===== config.mk =====
export PLATFORM = sky130hd
export DESIGN_NAME = rect_overlay_wr_flat
export DESIGN_NICKNAME = d
export VERILOG_FILES = /design/src/rtl/rect_overlay_wr_if.sv /design/src/rtl/rect_overlay_wr.sv /design/src/flat_wrapper.sv
export SDC_FILE = /design/constraint.sdc
export NUM_CORES = 1
export LEC_CHECK = 0
export ABC_CLOCK_PERIOD_IN_PS = 13800
export BUFFER_PORTS_ARGS = -buffer_cell sky130_fd_sc_hd__buf_2
export CAP_MARGIN = 20
export CELL_PAD_IN_SITES_DETAIL_PLACEMENT = 1
export CELL_PAD_IN_SITES_GLOBAL_PLACEMENT = 1
export CORE_MARGIN = 5
export CORE_UTILIZATION = 47
export DETAILED_ROUTE_END_ITERATION = 10
export HOLD_SLACK_MARGIN = 0.08
export PLACE_DENSITY_LB_ADDON = 0.08
export SYNTH_ARGS = -nofsm -noshare
export SYNTH_HDL_FRONTEND = slang
export SYNTH_SLANG_ARGS = --single-unit

===== constraint.sdc =====
create_clock -name mem_clk -period 13.8 [get_ports mem_clk]
set_input_delay 0.69 -clock mem_clk [delete_from_list [all_inputs] [get_ports mem_clk]]
set_output_delay 0.69 -clock mem_clk [all_outputs]
set_load 0.01 [all_outputs]

===== src/rtl/rect_overlay_wr_if.sv =====
// Box-in / DDR-burst-out bundle for the rectangle overlay writer.
// master: the tracker FIFO side plus the memory controller (drives boxes, data_req, finish).
// slave: the overlay writer (accepts boxes, issues write bursts). box_fill exists only with RECT_FILL_EN.
interface rect_overlay_wr_if #(
  parameter int COORD_W = 11,
  parameter int FRAME_W = 2,
  parameter int ADDR_W  = 27
);
  logic               frame_sync;
  logic               box_valid;
  logic               box_ready;
  logic [FRAME_W-1:0] box_frame;
  logic [COORD_W-1:0] box_x1;
  logic [COORD_W-1:0] box_y1;
  logic [COORD_W-1:0] box_x2;
  logic [COORD_W-1:0] box_y2;
  logic [15:0]        box_color;
`ifdef RECT_FILL_EN
  logic               box_fill;
`endif
  logic               box_drop;
  logic               busy;
  logic               wr_burst_req;
  logic [9:0]         wr_burst_len;
  logic [ADDR_W-1:0]  wr_burst_addr;
  logic [63:0]        wr_burst_data;
  logic               wr_burst_data_req;
  logic               burst_finish;

  modport master (
    output frame_sync, box_valid, box_frame, box_x1, box_y1, box_x2, box_y2, box_color,
`ifdef RECT_FILL_EN
    output box_fill,
`endif
    output wr_burst_data_req, burst_finish,
    input  box_ready, box_drop, busy, wr_burst_req, wr_burst_len, wr_burst_addr, wr_burst_data
  );

  modport slave (
    input  frame_sync, box_valid, box_frame, box_x1, box_y1, box_x2, box_y2, box_color,
`ifdef RECT_FILL_EN
    input  box_fill,
`endif
    input  wr_burst_data_req, burst_finish,
    output box_ready, box_drop, busy, wr_burst_req, wr_burst_len, wr_burst_addr, wr_burst_data
  );
endinterface


===== src/rtl/rect_overlay_wr.sv =====
// Paints a tracker box outline (or solid box with RECT_FILL_EN) into a frame buffer as DDR write bursts.
// Latency: accept -> first wr_burst_req 2 cycles; burst_finish -> next req 2 cycles (same segment) / 3 (new segment).
// Backpressure: box_ready only in IDLE; each burst waits for burst_finish; frame_sync aborts after the current burst.
module rect_overlay_wr #(
  parameter int COORD_W   = 11,
  parameter int FRAME_W   = 2,
  parameter int PIX_SHIFT = 2,
  parameter int BURST_MAX = 128,
  parameter int THICK     = 2,
  parameter int ADDR_W    = 27
) (
  input logic              mem_clk,
  input logic              rst_n,
  rect_overlay_wr_if.slave bus
);

  localparam int WW = COORD_W - PIX_SHIFT;  // word-index width within a line
  localparam int RW = WW + 1;               // segment length in words, up to a full line
  localparam logic [COORD_W-1:0] T_M1  = COORD_W'(THICK - 1);
  localparam logic [COORD_W:0]   T2_M1 = (COORD_W + 1)'(2 * THICK - 1);

  typedef enum logic [2:0] {S_IDLE, S_SEG_START, S_REQ, S_BURST, S_BURST_END} state_t;

  state_t             r_state, w_next;
  logic [FRAME_W-1:0] r_frame;
  logic [COORD_W-1:0] r_x1, r_y1, r_x2, r_y2, r_line;
  logic [15:0]        r_color;
  logic               r_seg;      // 0: left edge (or full span), 1: right edge
  logic [ADDR_W-1:0]  r_addr;
  logic [RW-1:0]      r_remain;
  logic               r_req, r_drop, r_abort;

  logic               w_rdy, w_box_ok, w_acc, w_rej, w_abort, w_fill;
  logic [COORD_W-1:0] w_xspan, w_lend_x, w_rbeg_x, w_h;
  logic [WW-1:0]      w_wl, w_wr, w_lend, w_rbeg, w_sw, w_ew;
  logic               w_merge, w_short, w_top, w_bot, w_full, w_last_seg, w_last_row;
  logic [RW-1:0]      w_seg_len, w_rem_next;
  logic [ADDR_W-1:0]  w_seg_addr;
  logic [9:0]         w_len;

`ifdef RECT_FILL_EN
  logic r_fill;
  assign w_fill = r_fill;
`else
  assign w_fill = 1'b0;
`endif

  // Handshake: ready held low while reset is asserted, inverted boxes are consumed and dropped.
  assign w_rdy    = (r_state == S_IDLE) && rst_n;
  assign w_box_ok = (bus.box_x2 >= bus.box_x1) && (bus.box_y2 >= bus.box_y1);
  assign w_acc    = w_rdy && bus.box_valid && w_box_ok;
  assign w_rej    = w_rdy && bus.box_valid && !w_box_ok;
  assign w_abort  = r_abort || bus.frame_sync;

  // Edge extents clamp to the box so a narrow box never reads outside [x1,x2].
  assign w_xspan  = r_x2 - r_x1;
  assign w_lend_x = (w_xspan <= T_M1) ? r_x2 : r_x1 + T_M1;
  assign w_rbeg_x = (w_xspan <= T_M1) ? r_x1 : r_x2 - T_M1;
  assign w_wl     = r_x1[COORD_W-1:PIX_SHIFT];
  assign w_wr     = r_x2[COORD_W-1:PIX_SHIFT];
  assign w_lend   = w_lend_x[COORD_W-1:PIX_SHIFT];
  assign w_rbeg   = w_rbeg_x[COORD_W-1:PIX_SHIFT];

  // Row classification for the current line.
  assign w_h        = r_y2 - r_y1;
  assign w_short    = {1'b0, w_h} <= T2_M1;
  assign w_top      = (r_line - r_y1) <= T_M1;
  assign w_bot      = (r_y2 - r_line) <= T_M1;
  assign w_merge    = (RW'(w_lend) + RW'(1)) >= RW'(w_rbeg);
  assign w_full     = w_fill || w_short || w_top || w_bot || w_merge;
  assign w_last_seg = w_full || r_seg;
  assign w_last_row = (r_line == r_y2);

  // Segment bounds and start address for SEG_START.
  assign w_sw       = (w_full || !r_seg) ? w_wl : w_rbeg;
  assign w_ew       = (w_full ||  r_seg) ? w_wr : w_lend;
  assign w_seg_len  = RW'(w_ew) - RW'(w_sw) + RW'(1);
  assign w_seg_addr = ADDR_W'({r_frame, r_line, w_sw, 3'b000});
  assign w_rem_next = r_remain - RW'(w_len);

  // Burst length is the remaining segment words capped at BURST_MAX.
  always_comb begin
    w_len = 10'(r_remain);
    if (32'(r_remain) > BURST_MAX) w_len = 10'(BURST_MAX);
  end

  // Next-state logic; an abort is honoured only between bursts.
  always_comb begin
    w_next = r_state;
    case (r_state)
      S_IDLE:      if (w_acc) w_next = S_SEG_START;
      S_SEG_START: w_next = w_abort ? S_IDLE : S_REQ;
      S_REQ:       w_next = S_BURST;
      S_BURST:     if (bus.burst_finish) w_next = S_BURST_END;
      S_BURST_END: begin
        if (w_abort)                      w_next = S_IDLE;
        else if (w_rem_next != '0)        w_next = S_REQ;
        else if (!w_last_seg)             w_next = S_SEG_START;
        else if (w_last_row)              w_next = S_IDLE;
        else                              w_next = S_SEG_START;
      end
      default:     w_next = S_IDLE;
    endcase
  end

  // State register.
  always_ff @(posedge mem_clk or negedge rst_n) begin
    if (!rst_n) r_state <= S_IDLE;
    else        r_state <= w_next;
  end

  // Box latch, row/segment walk and burst address/length bookkeeping.
  always_ff @(posedge mem_clk or negedge rst_n) begin
    if (!rst_n) begin
      r_frame <= '0; r_x1 <= '0; r_y1 <= '0; r_x2 <= '0; r_y2 <= '0;
      r_color <= '0; r_line <= '0; r_seg <= 1'b0; r_addr <= '0; r_remain <= '0;
`ifdef RECT_FILL_EN
      r_fill <= 1'b0;
`endif
    end else begin
      if (w_acc) begin
        r_frame <= bus.box_frame;
        r_x1    <= bus.box_x1;
        r_y1    <= bus.box_y1;
        r_x2    <= bus.box_x2;
        r_y2    <= bus.box_y2;
        r_color <= bus.box_color;
        r_line  <= bus.box_y1;
        r_seg   <= 1'b0;
`ifdef RECT_FILL_EN
        r_fill  <= bus.box_fill;
`endif
      end
      if (r_state == S_SEG_START && !w_abort) begin
        r_addr   <= w_seg_addr;
        r_remain <= w_seg_len;
      end
      if (r_state == S_BURST_END) begin
        r_addr   <= r_addr + ADDR_W'({w_len, 3'b000});
        r_remain <= w_abort ? '0 : w_rem_next;
        if (!w_abort && w_rem_next == '0) begin
          if (!w_last_seg) begin
            r_seg <= 1'b1;
          end else if (!w_last_row) begin
            r_line <= r_line + 1'b1;
            r_seg  <= 1'b0;
          end
        end
      end
    end
  end

  // Request strobe, drop pulse and abort flag.
  always_ff @(posedge mem_clk or negedge rst_n) begin
    if (!rst_n) begin
      r_req   <= 1'b0;
      r_drop  <= 1'b0;
      r_abort <= 1'b0;
    end else begin
      r_drop <= w_rej;
      if (w_next == S_REQ)
        r_req <= 1'b1;
      else if ((r_state == S_REQ || r_state == S_BURST) && (bus.wr_burst_data_req || bus.burst_finish))
        r_req <= 1'b0;
      if (w_next == S_IDLE)
        r_abort <= 1'b0;
      else if (bus.frame_sync && r_state != S_IDLE)
        r_abort <= 1'b1;
    end
  end

  assign bus.box_ready     = w_rdy;
  assign bus.box_drop      = r_drop;
  assign bus.busy          = (r_state != S_IDLE);
  assign bus.wr_burst_req  = r_req;
  assign bus.wr_burst_len  = w_len;
  assign bus.wr_burst_addr = r_addr;
  assign bus.wr_burst_data = {4{r_color}};

endmodule

===== src/flat_wrapper.sv =====
// flat-port wrapper written by rule: the top's interface ports become plain ports
module rect_overlay_wr_flat 
#(
  parameter int COORD_W   = 11,
  parameter int FRAME_W   = 2,
  parameter int PIX_SHIFT = 2,
  parameter int BURST_MAX = 128,
  parameter int THICK     = 2,
  parameter int ADDR_W    = 27
)
  (mem_clk, rst_n, bus_frame_sync, bus_box_valid, bus_box_frame, bus_box_x1, bus_box_y1, bus_box_x2, bus_box_y2, bus_box_color, bus_wr_burst_data_req, bus_burst_finish, bus_box_ready, bus_box_drop, bus_busy, bus_wr_burst_req, bus_wr_burst_len, bus_wr_burst_addr, bus_wr_burst_data);
  rect_overlay_wr_if #(.COORD_W(COORD_W), .FRAME_W(FRAME_W), .ADDR_W(ADDR_W)) bus_i ();
  input logic mem_clk;
  input logic rst_n;
  input wire logic [$bits(bus_i.frame_sync)-1:0] bus_frame_sync;
  input wire logic [$bits(bus_i.box_valid)-1:0] bus_box_valid;
  input wire logic [$bits(bus_i.box_frame)-1:0] bus_box_frame;
  input wire logic [$bits(bus_i.box_x1)-1:0] bus_box_x1;
  input wire logic [$bits(bus_i.box_y1)-1:0] bus_box_y1;
  input wire logic [$bits(bus_i.box_x2)-1:0] bus_box_x2;
  input wire logic [$bits(bus_i.box_y2)-1:0] bus_box_y2;
  input wire logic [$bits(bus_i.box_color)-1:0] bus_box_color;
  input wire logic [$bits(bus_i.wr_burst_data_req)-1:0] bus_wr_burst_data_req;
  input wire logic [$bits(bus_i.burst_finish)-1:0] bus_burst_finish;
  output wire logic [$bits(bus_i.box_ready)-1:0] bus_box_ready;
  output wire logic [$bits(bus_i.box_drop)-1:0] bus_box_drop;
  output wire logic [$bits(bus_i.busy)-1:0] bus_busy;
  output wire logic [$bits(bus_i.wr_burst_req)-1:0] bus_wr_burst_req;
  output wire logic [$bits(bus_i.wr_burst_len)-1:0] bus_wr_burst_len;
  output wire logic [$bits(bus_i.wr_burst_addr)-1:0] bus_wr_burst_addr;
  output wire logic [$bits(bus_i.wr_burst_data)-1:0] bus_wr_burst_data;
  assign bus_i.frame_sync = bus_frame_sync;
  assign bus_i.box_valid = bus_box_valid;
  assign bus_i.box_frame = bus_box_frame;
  assign bus_i.box_x1 = bus_box_x1;
  assign bus_i.box_y1 = bus_box_y1;
  assign bus_i.box_x2 = bus_box_x2;
  assign bus_i.box_y2 = bus_box_y2;
  assign bus_i.box_color = bus_box_color;
  assign bus_i.wr_burst_data_req = bus_wr_burst_data_req;
  assign bus_i.burst_finish = bus_burst_finish;
  assign bus_box_ready = bus_i.box_ready;
  assign bus_box_drop = bus_i.box_drop;
  assign bus_busy = bus_i.busy;
  assign bus_wr_burst_req = bus_i.wr_burst_req;
  assign bus_wr_burst_len = bus_i.wr_burst_len;
  assign bus_wr_burst_addr = bus_i.wr_burst_addr;
  assign bus_wr_burst_data = bus_i.wr_burst_data;
  rect_overlay_wr #(.COORD_W(COORD_W), .FRAME_W(FRAME_W), .PIX_SHIFT(PIX_SHIFT), .BURST_MAX(BURST_MAX), .THICK(THICK), .ADDR_W(ADDR_W)) u_core (.mem_clk(mem_clk), .rst_n(rst_n), .bus(bus_i));
endmodule

==> impl_metrics.tcl, run 1 <==
set metrics [dict create \
    outcome "completed" \
    hp-class "in -> async" \
    vias 9397 \
    ant_nets 0 \
    peakVddDrop_mv 0.102 \
    synth_cell_types 94 \
    cts.htree.levels 4 \
    drt_iter0_drc 393 \
    hold_violations 0 \
    finalSetupViolations 0 \
    totalNegativeSetupSlack_ps 0 \
    ctsHoldBuffers 0 \
    fillers 2677 \
    fp.dieW_microns 158 \
    critPathMostFrequentCell "ha_1" \
    cts_tree "yes" \
    cts_root_buf "clkbuf_16" \
    path_clk_slew_ps 60 \
    numCtsBuffers 17 \
    grt_usage_pct 25.2 \
    clock_skew_ps 12.1 \
    worstPathRequired_ps 14100 \
    synth_edf_count 0 \
    leakage_nw 5.60 \
    vias_per_cell 5.83 \
    grt_pass1_vias 9627 \
    synth_top_area_cell "dfrtp_1" \
    postCtsSetupRepairBufs 0 \
    io_pins 173 \
    worstSetupStartpointType "flop" \
    routed_wl_microns 31300 \
    arrival_ps 8860 \
    worst_pin_slew_ps 969 \
    fin_crit_sh_pct 62.0 \
    layout_commonest_cell "buf_2" \
    worst_slack_ps 5240 \
    place_hpwl_microns 24000 \
    layout_common_cells "buf_2, nand2_1, dfrtp_1" \
    path_class "reg -> reg" \
    port_buffers 167 \
    dr.pass1.iters 4 \
    period_needed_ps 8560 \
    finalMaxSlewViolations 0 \
    max_freq_mhz 117 \
    synth_top_area_share_pct 27.6 \
    reg2reg_to "u_core.r_remain[8]" \
    cap_violations 0 \
    hold_slack_ps 379 \
    gp_congestion 0.880 \
    power_density_nw_per_um2 298 \
    ys.flop_type "dfrtp_1" \
    syn_area_sq_um 10300 \
    r2r_setup_slack_ps 5240 \
    die_area_sq_um 25100 \
    die-height_microns 158 \
    diodes 0 \
    rsz0062_at_grt "no" \
    rows 54 \
    synth_warnings 0 \
    ctsResizeCount 0 \
    reg2regPathDepth 37 \
    syn_avg_cell_area_sq_um 8.48 \
    critPathMaxFanout 28 \
    numClockSinks 114 \
    grt_max_degree 90 \
    synth_area_leaders "dfrtp_1, ha_1, nand2_1" \
    slowest_delay_ps 470 \
    core_area_sq_um 21800 \
    drive_gt1_share_pct 20.6 \
    clockBufferDepth 2 \
    nNetsFinal 1495 \
    area_growth_pct 11.7 \
    r2r-start "u_core.r_x2[0]" \
    synthCells 1220 \
    start_util_pct 47.5 \
    synth_seq_cells 114 \
    seq_area_frac_synth_pct 27.6 \
    slew_headroom_pct 35.4 \
    end_kind "flop" \
    drc_errors 0 \
    crit_slowest_cell "or4_4" \
    overflow 0 \
    grt_pass1_wl_microns 50600 \
    insertion_delay_ps 430 \
    antenna_found_initial 0 \
    wl_per_cell_microns 19.4 \
    pre_cts_slack_ps 5310 \
    async_flop_share_pct 100 \
]
==> sequential cells by signal (all words and copies together) (netlist names) <==
name	flops
u_core.r_frame	2
u_core.r_x2	11
u_core.r_y1	11
u_core.r_y2	11
u_core.r_state	3
u_core.r_line	11
u_core.r_abort	1
u_core.r_x1	11
u_core.bus.wr_burst_addr	24
u_core.bus.box_drop	1
u_core.bus.wr_burst_req	1
u_core.r_color	16
u_core.r_remain	10
u_core.r_seg	1
==> Yosys cell counts, types with 13 or more instances <==
master,number
o21ai_0,86
a21oi_1,67
a21o_1,19
dfrtp_1,114
nor2_1,66
nor3_1,31
mux2i_1,30
ha_1,101
buf_4,55
o211ai_1,15
nand2b_1,14
nor2b_1,13
xor2_1,20
inv_1,94
and3_1,17
nand2_1,125
mux2_2,35
nand3_1,37
xnor2_1,34
clkbuf_1,34
==> per-layer routing <==
layer  wire (microns)  up-vias  GRT usage, %
met5                0        -             0
met4              502        0          7.07
met2            14300      199          41.4
li1                 -     4510             -
met3             1320       37          2.77
met1            15100     4651          35.4
==> through the flow <==
stage / total power, W / cell area [sq um] / utilization [%] / std cells
after floorplan: 0.00246 / 10400 / - / 1226
after global placement: 0.00293 / 11000 / 50.5 / 1580
after detailed placement: 0.00300 / 11000 / 50.5 / 1580
after CTS: 0.00345 / 11500 / 53.1 / 1612
after global routing: 0.00378 / 11600 / 53.1 / 1613
final: 0.00344 / 11600 / 53.1 / 1613
==> worst max-delay path: cells and delay by family, from the launching register on <==
family | cells | cell delay (ps)
AOI/OAI and AO/OA | 17 | 2900
xor gates and xnor gates | 2 | 150
adders and majority gates | 6 | 1740
buffers and inverters | 1 | 70
DFF | 1 | 390
muxes | 2 | 800
and+or+nand+nor | 9 | 2370
==> area by class of cell <==
| cell class | instances | area [sq um] | share of cell area, % |
|---|---|---|---|
| flip-flops and latches | 114 | 2850 | 24.7 |
| well taps | 280 | 350 | 3.03 |
| multi-input cells | 918 | 6540 | 56.6 |
| inverters | 95 | 357 | 3.09 |
| clock buffers | 17 | 425 | 3.68 |
| repair buffers | 174 | 888 | 7.69 |
| clock inverters | 15 | 139 | 1.20 |
==> how the worst max path moves through the flow <==
stage                         endpoint  depth (start not counted)  slack [ps]            from
floorplan           u_core.r_remain[8]                         38        6360  u_core.r_x2[0]
global placement    u_core.r_remain[8]                         37        5570  u_core.r_x2[0]
detailed placement  u_core.r_remain[8]                         37        5310  u_core.r_x2[0]
CTS                 u_core.r_remain[8]                         37        5230  u_core.r_x2[0]
global route        u_core.r_remain[8]                         37        4560  u_core.r_x2[0]
finish              u_core.r_remain[8]                         37        5240  u_core.r_x2[0]
==> kinds of logic (layout without fill, tap and decap cells) <==
family / count (synthesis) / count (layout) / share of synthesized area [%]
AO/OA/AOI/OAI: 311 / 311 / 20.1
flip-flops: 114 / 114 / 27.6
adder cells (fa/ha/maj): 107 / 107 / 13.4
multiplexers: 66 / 66 / 6.86
XOR/XNOR: 54 / 54 / 4.57
buffers and inverters: 194 / 301 / 9.47
AND/OR/NAND/NOR: 372 / 372 / 18.0
other: 2 / 8 / 0.0726
==> power by group <==
group	switching, W	internal (W)
Sequential	0.000227	0.000492
Combinational	0.00129	0.000999
Clock	0.000179	0.000249
(Power assumes the default switching activity.)
==> run 2, diff against run 1 <==
--- a/config.mk
+++ b/config.mk
@@ -5,13 +5,13 @@
 export SDC_FILE = /design/constraint.sdc
 export NUM_CORES = 1
 export LEC_CHECK = 0
-export ABC_CLOCK_PERIOD_IN_PS = 13800
+export ABC_CLOCK_PERIOD_IN_PS = 8780
 export BUFFER_PORTS_ARGS = -buffer_cell sky130_fd_sc_hd__buf_2
 export CAP_MARGIN = 20
 export CELL_PAD_IN_SITES_DETAIL_PLACEMENT = 1
 export CELL_PAD_IN_SITES_GLOBAL_PLACEMENT = 1
 export CORE_MARGIN = 5
-export CORE_UTILIZATION = 47
+export CORE_UTILIZATION = 44
 export DETAILED_ROUTE_END_ITERATION = 10
 export HOLD_SLACK_MARGIN = 0.08
 export PLACE_DENSITY_LB_ADDON = 0.08
==> constraint.sdc (replaced) <==
create_clock -name mem_clk -period 8.78 [get_ports mem_clk]
set_input_delay 0.439 -clock mem_clk [delete_from_list [all_inputs] [get_ports mem_clk]]
set_output_delay 0.439 -clock mem_clk [all_outputs]
set_load 0.01 [all_outputs]
==> run 2 against run 1 <==
Utilization fell by 2.9 points. Global-route usage down 1.0 points. Register-to-register slack got worse by 4700 ps. Die area up 6.4%. Clock power up 76%. Hold slack worse by 150 ps. Routed wire length rose by 2.2%. Non-clock buffer count rose by 5. Clock skew grew 2.0 ps. Fmax increased by 4.2%. Sequential cell count unchanged. First-iteration DRC count grew 47%. Highest routed layer unchanged.
==> impl_metrics.tcl, run 2 (same netlist as run 1, synthesis figures left out) <==
set metrics [dict create \
    diodes 0 \
    postCtsSetupRepairBufs 0 \
    vias_per_cell 5.70 \
    leakage_nw 5.65 \
    max_freq_mhz 122 \
    hp-class "in -> reg" \
    outcome "completed" \
    drc_errors 0 \
    io_pins 173 \
    worst_pin_slew_ps 1030 \
    cts.htree.levels 4 \
    numCtsBuffers 17 \
    arrival_ps 8520 \
    fin_crit_sh_pct 93.6 \
    numClockSinks 114 \
    pwr-share-clk_pct 13.5 \
    antenna_found_initial 0 \
    layout_common_cells "buf_2, nand2_1, dfrtp_1" \
    worstPathRequired_ps 9080 \
    vias 9445 \
    period_needed_ps 8220 \
    hold_violations 0 \
    p_int_w 0.00281 \
    worst_slack_ps 561 \
    grt_usage_pct 24.2 \
    power_density_nw_per_um2 476 \
    totalNegativeSetupSlack_ps 0 \
    nNetsFinal 1500 \
    cts_tree "yes" \
    slowest_delay_ps 410 \
    layout_commonest_cell "buf_2" \
    end_kind "flop" \
    report.power.total_w 0.00557 \
    pre_cts_slack_ps 679 \
    slew_headroom_pct 30.7 \
    insertion_delay_ps 430 \
    peakVddDrop_mv 0.159 \
    drt_iter0_drc 578 \
    fp.dieW_microns 163 \
    core_area_sq_um 23300 \
    power_switching_w 0.00276 \
    routed_wl_microns 32000 \
    worstSetupStartpointType "flop" \
    finalMaxSlewViolations 0 \
    dr.pass1.iters 5 \
    clockBufferDepth 2 \
    swShare_pct 49.5 \
    place_hpwl_microns 24600 \
    wl_per_cell_microns 19.3 \
    cap_violations 0 \
    port_buffers 167 \
    comb_power_share_pct 66.6 \
    crit_slowest_cell "fa_1" \
    drive_gt1_share_pct 20.9 \
    start_util_pct 44.3 \
    grt_max_degree 67 \
    ant_nets 0 \
    gp_congestion 0.879 \
    rows 56 \
    cts_root_buf "clkbuf_16" \
    area_growth_pct 13.2 \
    placedCellCount 1624 \
    critPathMostFrequentCell "ha_1" \
    grt_pass1_vias 9664 \
    die_area_sq_um 26700 \
    critPathMaxFanout 13 \
    overflow 0 \
    path_clk_slew_ps 60 \
    path_class "reg -> reg" \
    grt_pass1_wl_microns 52000 \
    largest_reg_flops 24 \
    final_cells 1657 \
    rsz0062_at_grt "no" \
    finalSetupViolations 0 \
    clock_skew_ps 14.1 \
    seqPwrFrac_pct 19.9 \
    hold_slack_ps 233 \
    die-height_microns 163 \
]
==> run 2: cell count changes in the layout (fill, tap and decap cells not counted), moves of 2 or more <==
cell       previous run  this run
inv_6                 0         5
clkinv_2              4         0
buf_4                 7        12
bufinv_16             1         3
clkinv_4              8         3
==> run 2: power groups by stage <==
stage | logic (W) | clock network (W) | registers (W)
4_1_cts | 0.00371 | 0.000765 | 0.00111
2_1_floorplan | 0.00283 | 0 | 0.00103
6_report | 0.00371 | 0.000752 | 0.00111
3_5_place_dp | 0.00364 | 0 | 0.00111
5_1_grt | 0.00411 | 0.000791 | 0.00115
3_3_place_gp | 0.00356 | 0 | 0.00110
==> run 2: layout make-up <==
cell class                      instances  area [sq um]
Clock buffer                           17           425
Clock inverter                         15           198
Multi-Input combinational cell        918          6550
Sequential cell                       114          2850
Timing Repair Buffer                  179           931
Tap cell                              319           399
Fill cell                            2838         11600
Inverter                               95           357
==> run 2: worst paths after layout <==
path,start,end,slack (ps),cells after the start
setup / recovery,u_core.r_x2[0],u_core.r_remain[8],560,38
hold / removal,bus_box_x2[7],u_core.r_x2[7],230,3
setup reg to reg,u_core.r_x2[0],u_core.r_remain[8],560,38
hold reg to reg,u_core.bus.wr_burst_addr[26],u_core.bus.wr_burst_addr[26],490,1
max in group asynchronous,rst_n,u_core.r_x1[4],6830,3
min in group asynchronous,rst_n,u_core.r_color[12],610,2
==> run 2: worst max-delay path, delay by kind of cell (launching register included) <==
| family | cells | cell delay [ps] |
|---|---|---|
| DFF | 1 | 380 |
| buffers and inverters | 1 | 70 |
| xor gates and xnor gates | 2 | 220 |
| adders and majority gates | 6 | 1710 |
| AOI/OAI and AO/OA | 17 | 3030 |
| and+or+nand+nor | 11 | 2300 |
| muxes | 1 | 380 |
==> run 2: per-layer routing <==
metal | part of all wire, % | global-route usage [%]
met1 | 48 | 34.2
met3 | 4.9 | 3.89
met2 | 46 | 39.3
met5 | 0 | 0
met4 | 1.3 | 4.96
==> run 2: stage by stage <==
stage | area (sq um) | utilization [%]
3_3_place_gp | 11100 | 47.4
3_5_place_dp | 11100 | 47.4
2_1_floorplan | 10400 | -
5_1_grt | 11700 | 50.2
4_1_cts | 11700 | 50.2
6_report | 11700 | 50.2
==> run 2: what timing repair did <==
action / 4_1_cts / 5_1_grt
endpoints found under the hold margin: 33 / 0
hold buffers: 1 / 0
gates resized for setup: 0 / 2
setup endpoints to repair: 0 / 1
==> run 3, diff against run 2 <==
--- a/config.mk
+++ b/config.mk
@@ -10,9 +10,10 @@
 export CAP_MARGIN = 20
 export CELL_PAD_IN_SITES_DETAIL_PLACEMENT = 1
 export CELL_PAD_IN_SITES_GLOBAL_PLACEMENT = 1
-export CORE_MARGIN = 5
+export CORE_MARGIN = 4
 export CORE_UTILIZATION = 44
 export DETAILED_ROUTE_END_ITERATION = 10
+export GPL_ROUTABILITY_DRIVEN = 0
 export HOLD_SLACK_MARGIN = 0.08
 export PLACE_DENSITY_LB_ADDON = 0.08
 export SYNTH_ARGS = -nofsm -noshare
==> run 3 against run 2 <==
Sequential share of layout area about the same. Clock power about the same. Cell area decreased by 0.20%. Worst setup slack improved by 94 ps. Total power decreased by 0.90%. Global-route usage increased by 0.11 points. Utilization increased by 0.96 points. Via count decreased by 0.75%. First-iteration DRC count decreased by 42%. Non-clock buffer count unchanged. Count of clock-buffer cells in the layout unchanged. Sequential cell count unchanged. Largest power group unchanged.
==> impl_metrics.tcl, run 3 (same netlist as run 1, synthesis figures left out) <==
set metrics [dict create \
    outcome "completed" \
    ctsHoldBuffers 0 \
    die_area_sq_um 26000 \
    port_buffers 167 \
    finalMaxSlewViolations 0 \
    nNetsFinal 1500 \
    cts_root_buf "clkbuf_16" \
    postCtsSetupRepairBufs 0 \
    worstSetupStartpointType "flop" \
    vias_per_cell 5.68 \
    max_freq_mhz 123 \
    fp.dieW_microns 161 \
    layout_commonest_cell "buf_2" \
    cap_violations 0 \
    overflow 0 \
    clock_skew_ps 10.6 \
    hold_violations 0 \
    die-height_microns 161 \
    area_growth_pct 13.0 \
    hold_slack_ps 105 \
    grt_pass1_wl_microns 51600 \
    rows 55 \
    period_needed_ps 8120 \
    dr.pass1.iters 4 \
    worstPathRequired_ps 9080 \
    arrival_ps 8420 \
    layout_common_cells "buf_2, nand2_1, dfrtp_1" \
    worst_pin_slew_ps 935 \
    core_area_sq_um 22800 \
    cts_tree "yes" \
    crit_slowest_cell "nor3_2" \
    critPathMostFrequentCell "ha_1" \
    insertion_delay_ps 430 \
    slew_headroom_pct 37.6 \
    path_class "reg -> reg" \
    crit_path_start "u_core.r_x2[0]" \
    cts.htree.levels 4 \
    slowest_delay_ps 420 \
    critPathMaxFanout 13 \
    place_hpwl_microns 24400 \
    peakVddDrop_mv 0.145 \
    diodes 0 \
    grt_max_degree 61 \
    leakage_nw 5.65 \
    largest_reg_flops 24 \
    numClockSinks 114 \
    numCtsBuffers 17 \
    path_clk_slew_ps 60 \
    end_kind "flop" \
    rsz0062_at_grt "no" \
    antenna_found_initial 0 \
    grt_pass1_vias 9666 \
    clockBufferDepth 2 \
    r2r-start "u_core.r_x2[0]" \
    totalNegativeSetupSlack_ps 0 \
    drt_iter0_drc 336 \
    drc_errors 0 \
    fin_crit_sh_pct 92.5 \
    hp-class "in -> async" \
    wl_per_cell_microns 19.2 \
    vias 9374 \
    routed_wl_microns 31700 \
    drive_gt1_share_pct 20.9 \
    power_density_nw_per_um2 473 \
    ctsResizeCount 0 \
    io_pins 173 \
    ant_nets 0 \
    finalSetupViolations 0 \
    start_util_pct 45.3 \
    report.power.total_w 0.00552 \
    grt_usage_pct 24.3 \
]
[run 3: per-stage QoR]
step | cell area [sq um] | instances | setup WS, ps | utilization [%]
3_3_place_gp | 11100 | 1618 | 987 | 48.4
3_5_place_dp | 11100 | 1618 | 765 | 48.4
5_1_grt | 11700 | 1651 | 98.4 | 51.2
2_1_floorplan | 10400 | 1226 | 1340 | -
6_report | 11700 | 1651 | 655 | 51.2
4_1_cts | 11700 | 1650 | 652 | 51.1
[run 3: worst paths after layout]
path / cells past startpoint / slack (ps) / end
worst max-delay path: 38 / 660 / u_core.r_remain[8]
worst min-delay path: 1 / 100 / u_core.bus.wr_burst_addr[9]
worst max register to register: 38 / 660 / u_core.r_remain[8]
worst min register to register: 1 / 480 / u_core.bus.wr_burst_addr[26]
max in group asynchronous: 2 / 7360 / u_core.r_line[2]
min in group mem_clk: 3 / 230 / u_core.r_x2[3]
[run 3: critical path, delay by kind of cell (launching register included)]
family,cells,cell delay (ps)
AND/OR/NAND/NOR,10,2040
multiplexers,1,390
adder cells (fa/ha/maj),6,1720
AO/OA/AOI/OAI,18,3170
XOR/XNOR,2,220
flip-flops,1,380
buffers and inverters,1,70
[run 3: cell type report]
| type | count | area [sq um] |
|---|---|---|
| Clock buffer | 17 | 425 |
| Fill cell | 2799 | 11200 |
| Timing Repair Buffer | 179 | 926 |
| Tap cell | 313 | 392 |
| Sequential cell | 114 | 2850 |
| Clock inverter | 15 | 195 |
| Inverter | 95 | 357 |
| Multi-Input combinational cell | 918 | 6540 |
[run 3: report_power, final]
group / switching, W / leakage, nW / internal (W)
sequential: 0.000339 / 1.40 / 0.000773
clock: 0.000293 / 0.298 / 0.000455
combinational: 0.00208 / 3.95 / 0.00158
[run 3: metal layers]
layer	GRT usage [%]	wire length, microns	up-vias
met5	0	0	-
met4	5.66	392	0
met3	3.93	1410	36
met2	40.0	14700	215
met1	33.6	15100	4592
li1	-	-	4531
